--- src/rtl/flash_pkg.sv ---
// flash_pkg: state codes and bus timing constants shared by the flash patch mover
package flash_pkg;
    localparam logic [2:0] S_IDLE     = 3'd0;
    localparam logic [2:0] S_RD_REQ   = 3'd1;
    localparam logic [2:0] S_ERASE    = 3'd2;
    localparam logic [2:0] S_WR_FETCH = 3'd3;
    localparam logic [2:0] S_WR_REQ   = 3'd4;
    localparam logic [2:0] S_GAP      = 3'd5;
    localparam logic [2:0] S_RETRY    = 3'd6;
    localparam logic [2:0] S_FINISH   = 3'd7;
    localparam int GAP_LEN      = 2;
    localparam int SECTOR_BYTES = 4096;
    function automatic logic is_req(input logic [2:0] s);
        return s == S_RD_REQ || s == S_ERASE || s == S_WR_REQ;
    endfunction
endpackage

--- src/rtl/flash_retry_timer.sv ---
// flash_retry_timer: after a load, counts WAIT cycles and flags the last one
module flash_retry_timer #(
    parameter int WAIT = 1000
) (
    input  logic clk_i,
    input  logic rst_i,
    input  logic load_i,
    output logic expire_o
);
    localparam int CW = $clog2(WAIT + 1);
    logic [CW-1:0] cnt_q, cnt_d;
    // reload on request, otherwise count down and park at zero
    always_comb cnt_d = load_i ? CW'(WAIT) : (cnt_q != '0 ? cnt_q - CW'(1) : cnt_q);
    // counter register
    always_ff @(posedge clk_i or posedge rst_i)
        if (rst_i) cnt_q <= '0;
        else cnt_q <= cnt_d;
    assign expire_o = cnt_q == CW'(1);
endmodule

--- src/rtl/flash_patch_mover.sv ---
// flash_patch_mover: moves a patch block between SPI flash and local RAM, hiding busy retries
module flash_patch_mover
    import flash_pkg::*;
#(
    parameter int          WORDS      = 16,
    parameter logic [23:0] BASE_ADR   = 24'h0F0000,
    parameter int          RETRY_WAIT = 1000,
    parameter int          MAX_RETRY  = 255
) (
    input  logic                     clk_i,
    input  logic                     rst_i,
    input  logic                     load_i,
    input  logic                     save_i,
    output logic                     busy_o,
    output logic                     done_o,
    output logic                     err_o,
    output logic [$clog2(WORDS)-1:0] buf_adr_o,
    output logic [31:0]              buf_dat_o,
    output logic                     buf_we_o,
    input  logic [31:0]              buf_dat_i,
    output logic [23:0]              m_adr_o,
    output logic [31:0]              m_dat_o,
    output logic                     m_we_o,
    output logic                     m_tga_o,
    output logic                     m_stb_o,
    input  logic [31:0]              m_dat_i,
    input  logic                     m_ack_i,
    input  logic                     m_rty_i
);
    localparam int AW = $clog2(WORDS);
    localparam int IW = AW + 1;

    logic [2:0]    state_q, state_d, ret_q, ret_d;
    logic [IW-1:0] idx_q, idx_d;
    logic [1:0]    gap_q, gap_d;
    logic          fetch_q, fetch_d;
    logic [7:0]    rcnt_q, rcnt_d;
    logic [31:0]   wdat_q, wdat_d;
    logic          err_q, err_d, done_q, done_d, busy_q, busy_d;
    logic          stb_q, stb_d, we_q, we_d, tga_q, tga_d;
    logic [23:0]   adr_q, adr_d;
    logic [31:0]   dat_q, dat_d;
    logic [AW-1:0] badr_q, badr_d;
    logic [31:0]   bdat_q, bdat_d;
    logic          bwe_q, bwe_d;
    logic          resp, last, req, tload, expire;

    flash_retry_timer #(.WAIT(RETRY_WAIT)) u_timer (
        .clk_i    (clk_i),
        .rst_i    (rst_i),
        .load_i   (tload),
        .expire_o (expire)
    );

    // sequencing; bus and status outputs are derived from the next state so they are registered
    always_comb begin
        state_d = state_q;
        ret_d   = ret_q;
        idx_d   = idx_q;
        gap_d   = gap_q;
        fetch_d = 1'b0;
        rcnt_d  = rcnt_q;
        wdat_d  = wdat_q;
        err_d   = err_q;
        badr_d  = badr_q;
        bdat_d  = bdat_q;
        bwe_d   = 1'b0;
        tload   = 1'b0;
        resp    = stb_q && (m_ack_i || m_rty_i);
        last    = idx_q == IW'(WORDS - 1);
        case (state_q)
            S_IDLE: if (load_i || save_i) begin
                state_d = load_i ? S_RD_REQ : S_ERASE;
                err_d   = 1'b0;
                idx_d   = '0;
                rcnt_d  = '0;
            end
            S_RD_REQ, S_ERASE, S_WR_REQ: if (resp) begin
                if (m_rty_i) begin
                    if (rcnt_q == 8'(MAX_RETRY)) begin
                        err_d   = 1'b1;
                        state_d = S_FINISH;
                    end else begin
                        rcnt_d  = rcnt_q + 8'd1;
                        ret_d   = state_q;
                        state_d = S_RETRY;
                        tload   = 1'b1;
                    end
                end else begin
                    rcnt_d = '0;
                    if (state_q == S_ERASE) begin
                        state_d = S_GAP;
                        ret_d   = S_WR_FETCH;
                    end else begin
                        idx_d   = idx_q + IW'(1);
                        state_d = last ? S_FINISH : S_GAP;
                        ret_d   = state_q == S_RD_REQ ? S_RD_REQ : S_WR_FETCH;
                    end
                    if (state_q == S_RD_REQ) begin
                        bwe_d  = 1'b1;
                        badr_d = idx_q[AW-1:0];
                        bdat_d = m_dat_i;
                    end
                end
            end
            S_WR_FETCH: begin
                if (fetch_q) begin
                    wdat_d  = buf_dat_i;
                    state_d = S_WR_REQ;
                end else fetch_d = 1'b1;
            end
            S_GAP: begin
                if (gap_q == 2'd0) state_d = ret_q;
                else gap_d = gap_q - 2'd1;
            end
            S_RETRY: if (expire) state_d = ret_q;
            S_FINISH: state_d = S_IDLE;
            default: state_d = S_IDLE;
        endcase
        if (state_d == S_GAP && state_q != S_GAP) gap_d = 2'(GAP_LEN - 1);
        if (state_d == S_WR_FETCH) badr_d = idx_d[AW-1:0];
        req    = is_req(state_d);
        stb_d  = req;
        we_d   = req && state_d != S_RD_REQ;
        tga_d  = state_d == S_ERASE;
        adr_d  = req ? BASE_ADR + 24'({idx_d, 2'b00}) : '0;
        dat_d  = state_d == S_WR_REQ ? wdat_d : '0;
        busy_d = state_d != S_IDLE && state_d != S_FINISH;
        done_d = state_d == S_FINISH;
    end

    // state and output registers; reset drops the bus request at once
    always_ff @(posedge clk_i or posedge rst_i) begin
        if (rst_i) begin
            state_q <= S_IDLE;
            ret_q   <= S_IDLE;
            idx_q   <= '0;
            gap_q   <= '0;
            fetch_q <= 1'b0;
            rcnt_q  <= '0;
            wdat_q  <= '0;
            err_q   <= 1'b0;
            done_q  <= 1'b0;
            busy_q  <= 1'b0;
            stb_q   <= 1'b0;
            we_q    <= 1'b0;
            tga_q   <= 1'b0;
            adr_q   <= '0;
            dat_q   <= '0;
            badr_q  <= '0;
            bdat_q  <= '0;
            bwe_q   <= 1'b0;
        end else begin
            state_q <= state_d;
            ret_q   <= ret_d;
            idx_q   <= idx_d;
            gap_q   <= gap_d;
            fetch_q <= fetch_d;
            rcnt_q  <= rcnt_d;
            wdat_q  <= wdat_d;
            err_q   <= err_d;
            done_q  <= done_d;
            busy_q  <= busy_d;
            stb_q   <= stb_d;
            we_q    <= we_d;
            tga_q   <= tga_d;
            adr_q   <= adr_d;
            dat_q   <= dat_d;
            badr_q  <= badr_d;
            bdat_q  <= bdat_d;
            bwe_q   <= bwe_d;
        end
    end

    assign busy_o    = busy_q;
    assign done_o    = done_q;
    assign err_o     = err_q;
    assign buf_adr_o = badr_q;
    assign buf_dat_o = bdat_q;
    assign buf_we_o  = bwe_q;
    assign m_adr_o   = adr_q;
    assign m_dat_o   = dat_q;
    assign m_we_o    = we_q;
    assign m_tga_o   = tga_q;
    assign m_stb_o   = stb_q;
endmodule

--- config.mk ---
export PLATFORM = sky130hd
export DESIGN_NAME = flash_patch_mover
export DESIGN_NICKNAME = d
export VERILOG_FILES = /design/src/rtl/flash_pkg.sv /design/src/rtl/flash_retry_timer.sv /design/src/rtl/flash_patch_mover.sv
export SDC_FILE = /design/constraint.sdc
export NUM_CORES = 1
export LEC_CHECK = 0
export ABC_AREA = 0
export BUFFER_PORTS_ARGS = -buffer_cell sky130_fd_sc_hd__buf_2
export CORE_UTILIZATION = 47
export DETAILED_ROUTE_END_ITERATION = 12
export PLACE_DENSITY = 0.8
export REMOVE_ABC_BUFFERS = 1
export SYNTH_ARGS = -nofsm -noshare
export SYNTH_HDL_FRONTEND = slang
export SYNTH_SLANG_ARGS = --single-unit
export TNS_END_PERCENT = 50
--- constraint.sdc ---
create_clock -name clk_i -period 4.85 [get_ports clk_i]
set_input_delay 0.97 -clock clk_i [delete_from_list [all_inputs] [get_ports clk_i]]
set_output_delay 0.97 -clock clk_i [all_outputs]
set_load 0.005 [all_outputs]
[Yosys cells after proc, flatten, opt, wreduce, memory -nomap -nowiden]
Index checks and enable logic that the tools add are counted.
Storage, ports and cells
  flip-flop bits (word level): 160
  bits of input ports: 70
  output and inout bits: 99
  logic and storage cells: 131
Operators by class
  add/sub/neg operators: 5
  equal/unequal tests: 27
  muxes and demuxes: 54
  bitwise gates (word level): 1
  reduce and logical (&&, ||, !) cells: 25
Operator list (count)
  32-bit two-way mux: 3
  8-bit two-way mux: 4
  3-bit two-way mux: 8
  20-bit by 7-bit adder with 21-bit output, first input constant: 1
  3-bit == test, second input constant: 7
  21-bit two-way mux: 1
  10-bit two-way mux: 2
  4-bit two-way mux: 5
  5-bit two-way mux: 4
  3-bit case mux with 6 select lines: 1
  2-bit two-way mux: 8
  8-bit case mux with 2 select lines: 1
  1-bit two-way mux: 15
  3-bit by 2-bit == test with 1-bit output, second input constant: 4
  4-bit AND reduction: 3
  2-bit nonzero test: 6
  10-bit by 1-bit == test with 1-bit output, second input constant: 1
  2-bit inequality test, second input constant: 5
  5-bit case mux with 2 select lines: 1
  10-bit nonzero test: 1
  10-bit by 1-bit subtractor with 10-bit output, second input constant: 1
  3-bit inequality test, second input constant: 3
  8-bit by 1-bit adder with 8-bit output, second input constant: 1
  8-bit == test, second input constant: 1
  17 further kinds: 25

[Longest topological paths before layout]
  depth after elaboration: 10
  mapped depth: 10
  depth with buffers taken out: 9

[Cells and area by module]
From an unflattened synthesis, not the netlist that was laid out.
Unflattened totals
  cell total of the unflattened synthesis: 513
  area total of the unflattened synthesis: 6287.3 µm²
By module, submodules not included
  flash_patch_mover: instances 1, cells each 451, area an instance 5670.4 µm², seq. area each 3353.2 µm²
  flash_retry_timer: instances 1, cells each 62, area an instance 616.8 µm², seq. area each 250.2 µm²

[Worst setup path before layout]
OpenSTA, ideal clock, no wires.
  kind: input -> register
  start point: input port m_rty_i
  end point: register adr_q[3], in the netlist m_adr_o[3]
  setup time: 0.128 ns
  arrival: 2.552 ns
  data required time: 4.722 ns
  slack: 2.170 ns
  stages: 7
  buffers on the path: 1
  path through: buf_6 > nand3b_4 > o2bb2ai_1 > or4_4 > mux2_2 > a32oi_4 > nor2_1
Between the ends
  word-level cells in the longest chain between the ends: 8
  elaborated cells on any way between the ends: 15
  classes of those cells: add/sub: 1; eq/ne: 3; mux: 7; reduce/logical: 4
Ends and longest elaborated chain
  start: declaration: RTL line flash_patch_mover.sv:28  | input logic m_rty_i
  branches (longest 7 deep; another with 20-bit by 7-bit adder with 21-bit output)
  21-bit two-way mux (*): RTL line flash_patch_mover.sv:126  | adr_d = req ? BASE_ADR + 24'({idx_d, 2'b00}) : '0;
  named net adr_d[3]: RTL line flash_patch_mover.sv:41  | logic [23:0] adr_q, adr_d;
  end signal: assignment: RTL line flash_patch_mover.sv:167  | adr_q <= adr_d;
  end: declaration: RTL line flash_patch_mover.sv:41
Mark *: on every way through the listed nets, which the timed path passes.
A chain may end at the register's enable or synchronous reset.

[Worst setup path in the final report]
  start point: register idx_q[0]
  end point: register dat_q[25], in the netlist m_dat_o[25]
Between the ends
  word-level cells in the longest chain between the ends: 8
Ends and longest elaborated chain
  start: declaration: RTL line flash_patch_mover.sv:34  | logic [IW-1:0] idx_q, idx_d;
  start signal: assignment: RTL line flash_patch_mover.sv:156  | idx_q <= idx_d;
  5-bit by 4-bit == test with 1-bit output: RTL line flash_patch_mover.sv:70  | last = idx_q == IW'(WORDS - 1);
  2-bit two-way mux: RTL line flash_patch_mover.sv:96  | state_d = last ? S_FINISH : S_GAP;
  2-bit two-way mux: RTL line flash_patch_mover.sv:91  | if (state_q == S_ERASE) begin
  3-bit two-way mux: RTL line flash_patch_mover.sv:79  | if (m_rty_i) begin
  3-bit two-way mux: RTL line flash_patch_mover.sv:78  | S_RD_REQ, S_ERASE, S_WR_REQ: if (resp) begin
  3-bit case mux with 6 select lines: RTL line flash_patch_mover.sv:71  | case (state_q)
  3-bit == test: RTL line flash_patch_mover.sv:127  | dat_d = state_d == S_WR_REQ ? wdat_d : '0;
  32-bit two-way mux: RTL line flash_patch_mover.sv:127
  named net dat_d[25]: RTL line flash_patch_mover.sv:42  | logic [31:0] dat_q, dat_d;
  end signal: assignment: RTL line flash_patch_mover.sv:168  | dat_q <= dat_d;
  end: declaration: RTL line flash_patch_mover.sv:42
The timed path passes the listed nets, and every way through them passes these cells.

==> results.toml <==
[placed_design]
portBuffers = 153
post-dp-hpwl_um = 8780
place_inst = 858
place_ws_ns = 1.48
gp_congestion = 0.852

[clock_tree]
postCtsHoldBufs = 0
post_cts.repair.setup_buffers = 0
cts_buffers = 17
htree_levels = 4
cts_resized = 0
root_buffer = "clkbuf_16"
path_clk_slew_ns = 0.06
cts.sinks = 144
insertion_delay_ns = 0.41
ctsLongestPathBuffers = 2
cts_tree = "done"

[global_route]
gr-total-overflow = 0
grt_pass1_vias = 4293
track_usage = 0.193
grt_max_degree = 113
grt_pass1_wl_um = 19900
antenna_found_initial = 0

[drt]
postRouteAntennaNets = 0
drc = 0
dr.pass1.iters = 5
dr_total_vias = 4411
wire_per_inst_um = 14.1
wl_um = 12500
viasPerCell = 4.96
drtIter0Drc = 248

[critical_path]
setup.worst_path.class = "register to register"
r2r-end = "m_dat_o[25]$_DFF_PP0_"
reg2regPathDepth = 9
crit_chain = "ha_1 -> and3_1 -> ha_1 -> a21oi_1 -> nor4b_1 -> nor3_1 -> and2_0 -> nand3_2 -> nor2b_1"
arrival_ns = 3.36
cp.required_ns = 5.17
cp_num_cells = 9
critPathMaxFanout = 32
cp-endpoint = "m_dat_o[25]$_DFF_PP0_"
startpoint_type = "register"
critical-path-slowest-cell = "nand3_2"
r2r-start = "idx_q[0]$_DFF_PP0_"
path_delay_family = "simple AND/OR/NAND/NOR gates"
worst-path-buf-inv = 0
max_stage_delay_ns = 0.65
crit_path_start = "idx_q[0]$_DFF_PP0_"
regToRegSetupSlack_ns = 1.81
cpMostUsedCell = "ha_1"
end_kind = "register"

[timing]
finalSetupTns_ns = 0
maxSlewHeadroom = 0.344
max_freq_mhz = 329
setup_viol = 0
min_period_over_period = 0.628
slew_viol_final = 0
final.setup_skew_ns = 0.00884
tightest_slew_ns = 0.984
fin_ws_ns = 1.81
hold_viol = 0
period_minus_slack_ns = 3.04
rsz0062_at_grt = "false"

[synthesis]
synth_cells = 558
ys_seq_area_frac = 0.585
synth-seq-cells = 144
synth_edf_count = 0
synth_cell_types = 59
syn-cell-area_um2 = 6150
async_flop_share = 1.00
synth_flop_cell = "dfrtp_1"
avgSynthCellArea_um2 = 11.0
yosysWarnings = 0

[floorplan]
die_h_um = 116
rows = 41
die_w_um = 116
fp.dieArea_um2 = 13600
initial_core_util = 0.486
core_region_area_um2 = 12700
io_pins = 169

[power]
power_density_nw_per_um2 = 338
seqPwrFrac = 0.479
power.switching_w = 0.000515
p_int_w = 0.00203
p_sw_frac = 0.202
p_comb_frac = 0.030
power.leakage_nw = 4.05
ir_drop_mv = 0.199
clock_power_share = 0.491

[outcome]
status = "completed"

[flow_run]
cap_violations = 0

[layout]
final_nets = 782
layout-drive-gt1-share = 0.326
antenna_cells = 0
area_growth_pct = 22.3
finalNonFillerCells = 890

[hold_path]
hold_class = "register to register"
-- power by group through the flow --
stage	clock network [W]	logic (W)	registers (W)
after floorplan	0	0.0000388	0.00124
after global placement	0	0.0000746	0.00124
after detailed placement	0	0.0000783	0.00124
after CTS	0.00128	0.0000784	0.00122
after global routing	0.00133	0.0000877	0.00122
final	0.00125	0.0000762	0.00122
-- cells by family after synthesis --
logic type,synth area share
flip-flops,0.585
AO/OA/AOI/OAI,0.0606
other,0.000609
XOR/XNOR,0.0183
AND/OR/NAND/NOR,0.190
multiplexers,0.0766
adder cells (fa/ha/maj),0.0142
buffers and inverters,0.0541
-- worst min-delay path, delay by kind of cell, from the launching register on --
family	cells	cell delay, ns
AND/OR/NAND/NOR	2	0.11
flip-flops	1	0.33
-- flip-flops by register name (all words and copies together), names as in the netlist --
| register | cells |
|---|---|
| m_adr_o | 6 |
| buf_adr_o | 4 |
| buf_dat_o | 32 |
| idx_q | 5 |
| rcnt_q | 8 |
| fetch_q | 1 |
| state_q | 3 |
| wdat_q | 32 |
| m_we_o | 1 |
| m_dat_o | 32 |
| ret_q | 3 |
| done_o | 1 |
| buf_we_o | 1 |
| busy_o | 1 |
| err_o | 1 |
| u_timer.cnt_q | 10 |
| m_tga_o | 1 |
| gap_q | 2 |
-- cell usage in the layout, fill, tap and decap left out, types with 3 or more instances in the layout --
cell type	Yosys	layout
nor3_1	8	8
nand2_1	117	117
buf_4	21	3
inv_1	17	16
nor2_1	23	23
mux2_2	33	33
xnor2_1	4	4
a21oi_1	16	16
nor2b_1	35	35
clkbuf_16	0	17
nor3b_1	3	3
and3_1	7	7
nor4_1	4	4
o21ai_0	14	14
conb_1	1	15
dfrtp_1	144	144
o21a_1	4	4
xor2_1	7	7
nand2b_1	4	4
clkinv_2	0	6
ha_1	7	7
nand3_1	9	9
mux2i_1	10	10
buf_2	5	153
nand4_1	4	4
and2_1	4	4
-- stage by stage --
step / hold slack [ns] / instance area (um^2) / total power [W] / util
after global routing: 0.496 / 7520 / 0.00264 / 0.594
after CTS: 0.470 / 7520 / 0.00258 / 0.594
final: 0.467 / 7520 / 0.00254 / 0.594
after floorplan: 0.444 / 5940 / 0.00128 / -
after detailed placement: 0.456 / 6950 / 0.00132 / 0.549
after global placement: 0.452 / 6950 / 0.00131 / 0.549
-- area by class of cell --
class,instances,area [um^2]
Timing Repair Buffer,156,788
Sequential cell,144,3600
Multi-Input combinational cell,368,2270
Tap cell,172,215
Clock inverter,11,114
Fill cell,1081,5150
Clock buffer,21,460
Inverter,18,72.6
-- worst min path at each step --
stage | endpoint | start | cells past startpoint | slack, ns
after floorplan | fetch_q$_DFF_PP0_ | fetch_q$_DFF_PP0_ | 1 | 0.44
after global placement | buf_dat_o[18]$_DFFE_PP0P_ | buf_dat_o[18]$_DFFE_PP0P_ | 2 | 0.45
after detailed placement | buf_dat_o[15]$_DFFE_PP0P_ | buf_dat_o[15]$_DFFE_PP0P_ | 2 | 0.46
after CTS | buf_dat_o[15]$_DFFE_PP0P_ | buf_dat_o[15]$_DFFE_PP0P_ | 2 | 0.47
after global routing | buf_dat_o[14]$_DFFE_PP0P_ | buf_dat_o[14]$_DFFE_PP0P_ | 2 | 0.50
final | buf_dat_o[15]$_DFFE_PP0P_ | buf_dat_o[15]$_DFFE_PP0P_ | 2 | 0.47
-- Yosys cell counts, drive strengths merged, types with 2 or more instances --
cell,n,share of area
dfrtp,144,0.59
a22oi,3,0.0045
xor2,7,0.010
nand4,4,0.0041
nand2b,4,0.0041
nor2,23,0.014
and4,2,0.0028
and3,7,0.0071
a211oi,2,0.0024
nand3b,3,0.0063
nor2b,35,0.036
a21oi,16,0.013
and2,6,0.0065
or4,2,0.0030
nand2,117,0.071
a31oi,2,0.0020
xnor2,5,0.0083
o21a,4,0.0049
inv,18,0.011
o211ai,2,0.0024
nor4,5,0.0061
o21ai,14,0.011
nor3b,3,0.0037
mux2i,10,0.016
nor3,8,0.0065
nand4b,2,0.0028
mux2,33,0.060
o31ai,2,0.0024
nand3,11,0.011
ha,7,0.014
buf,29,0.035
clkbuf,13,0.0079
-- routing by layer --
layer  routed length (um)  up-vias  GRT usage
met5                    0        -          0
met3                  855       15     0.0576
met4                  176        0     0.0829
met2                 6360      157      0.335
li1                     -     2111          -
met1                 5120     2128      0.222
Note: power is estimated with default switching activity, not from simulation.
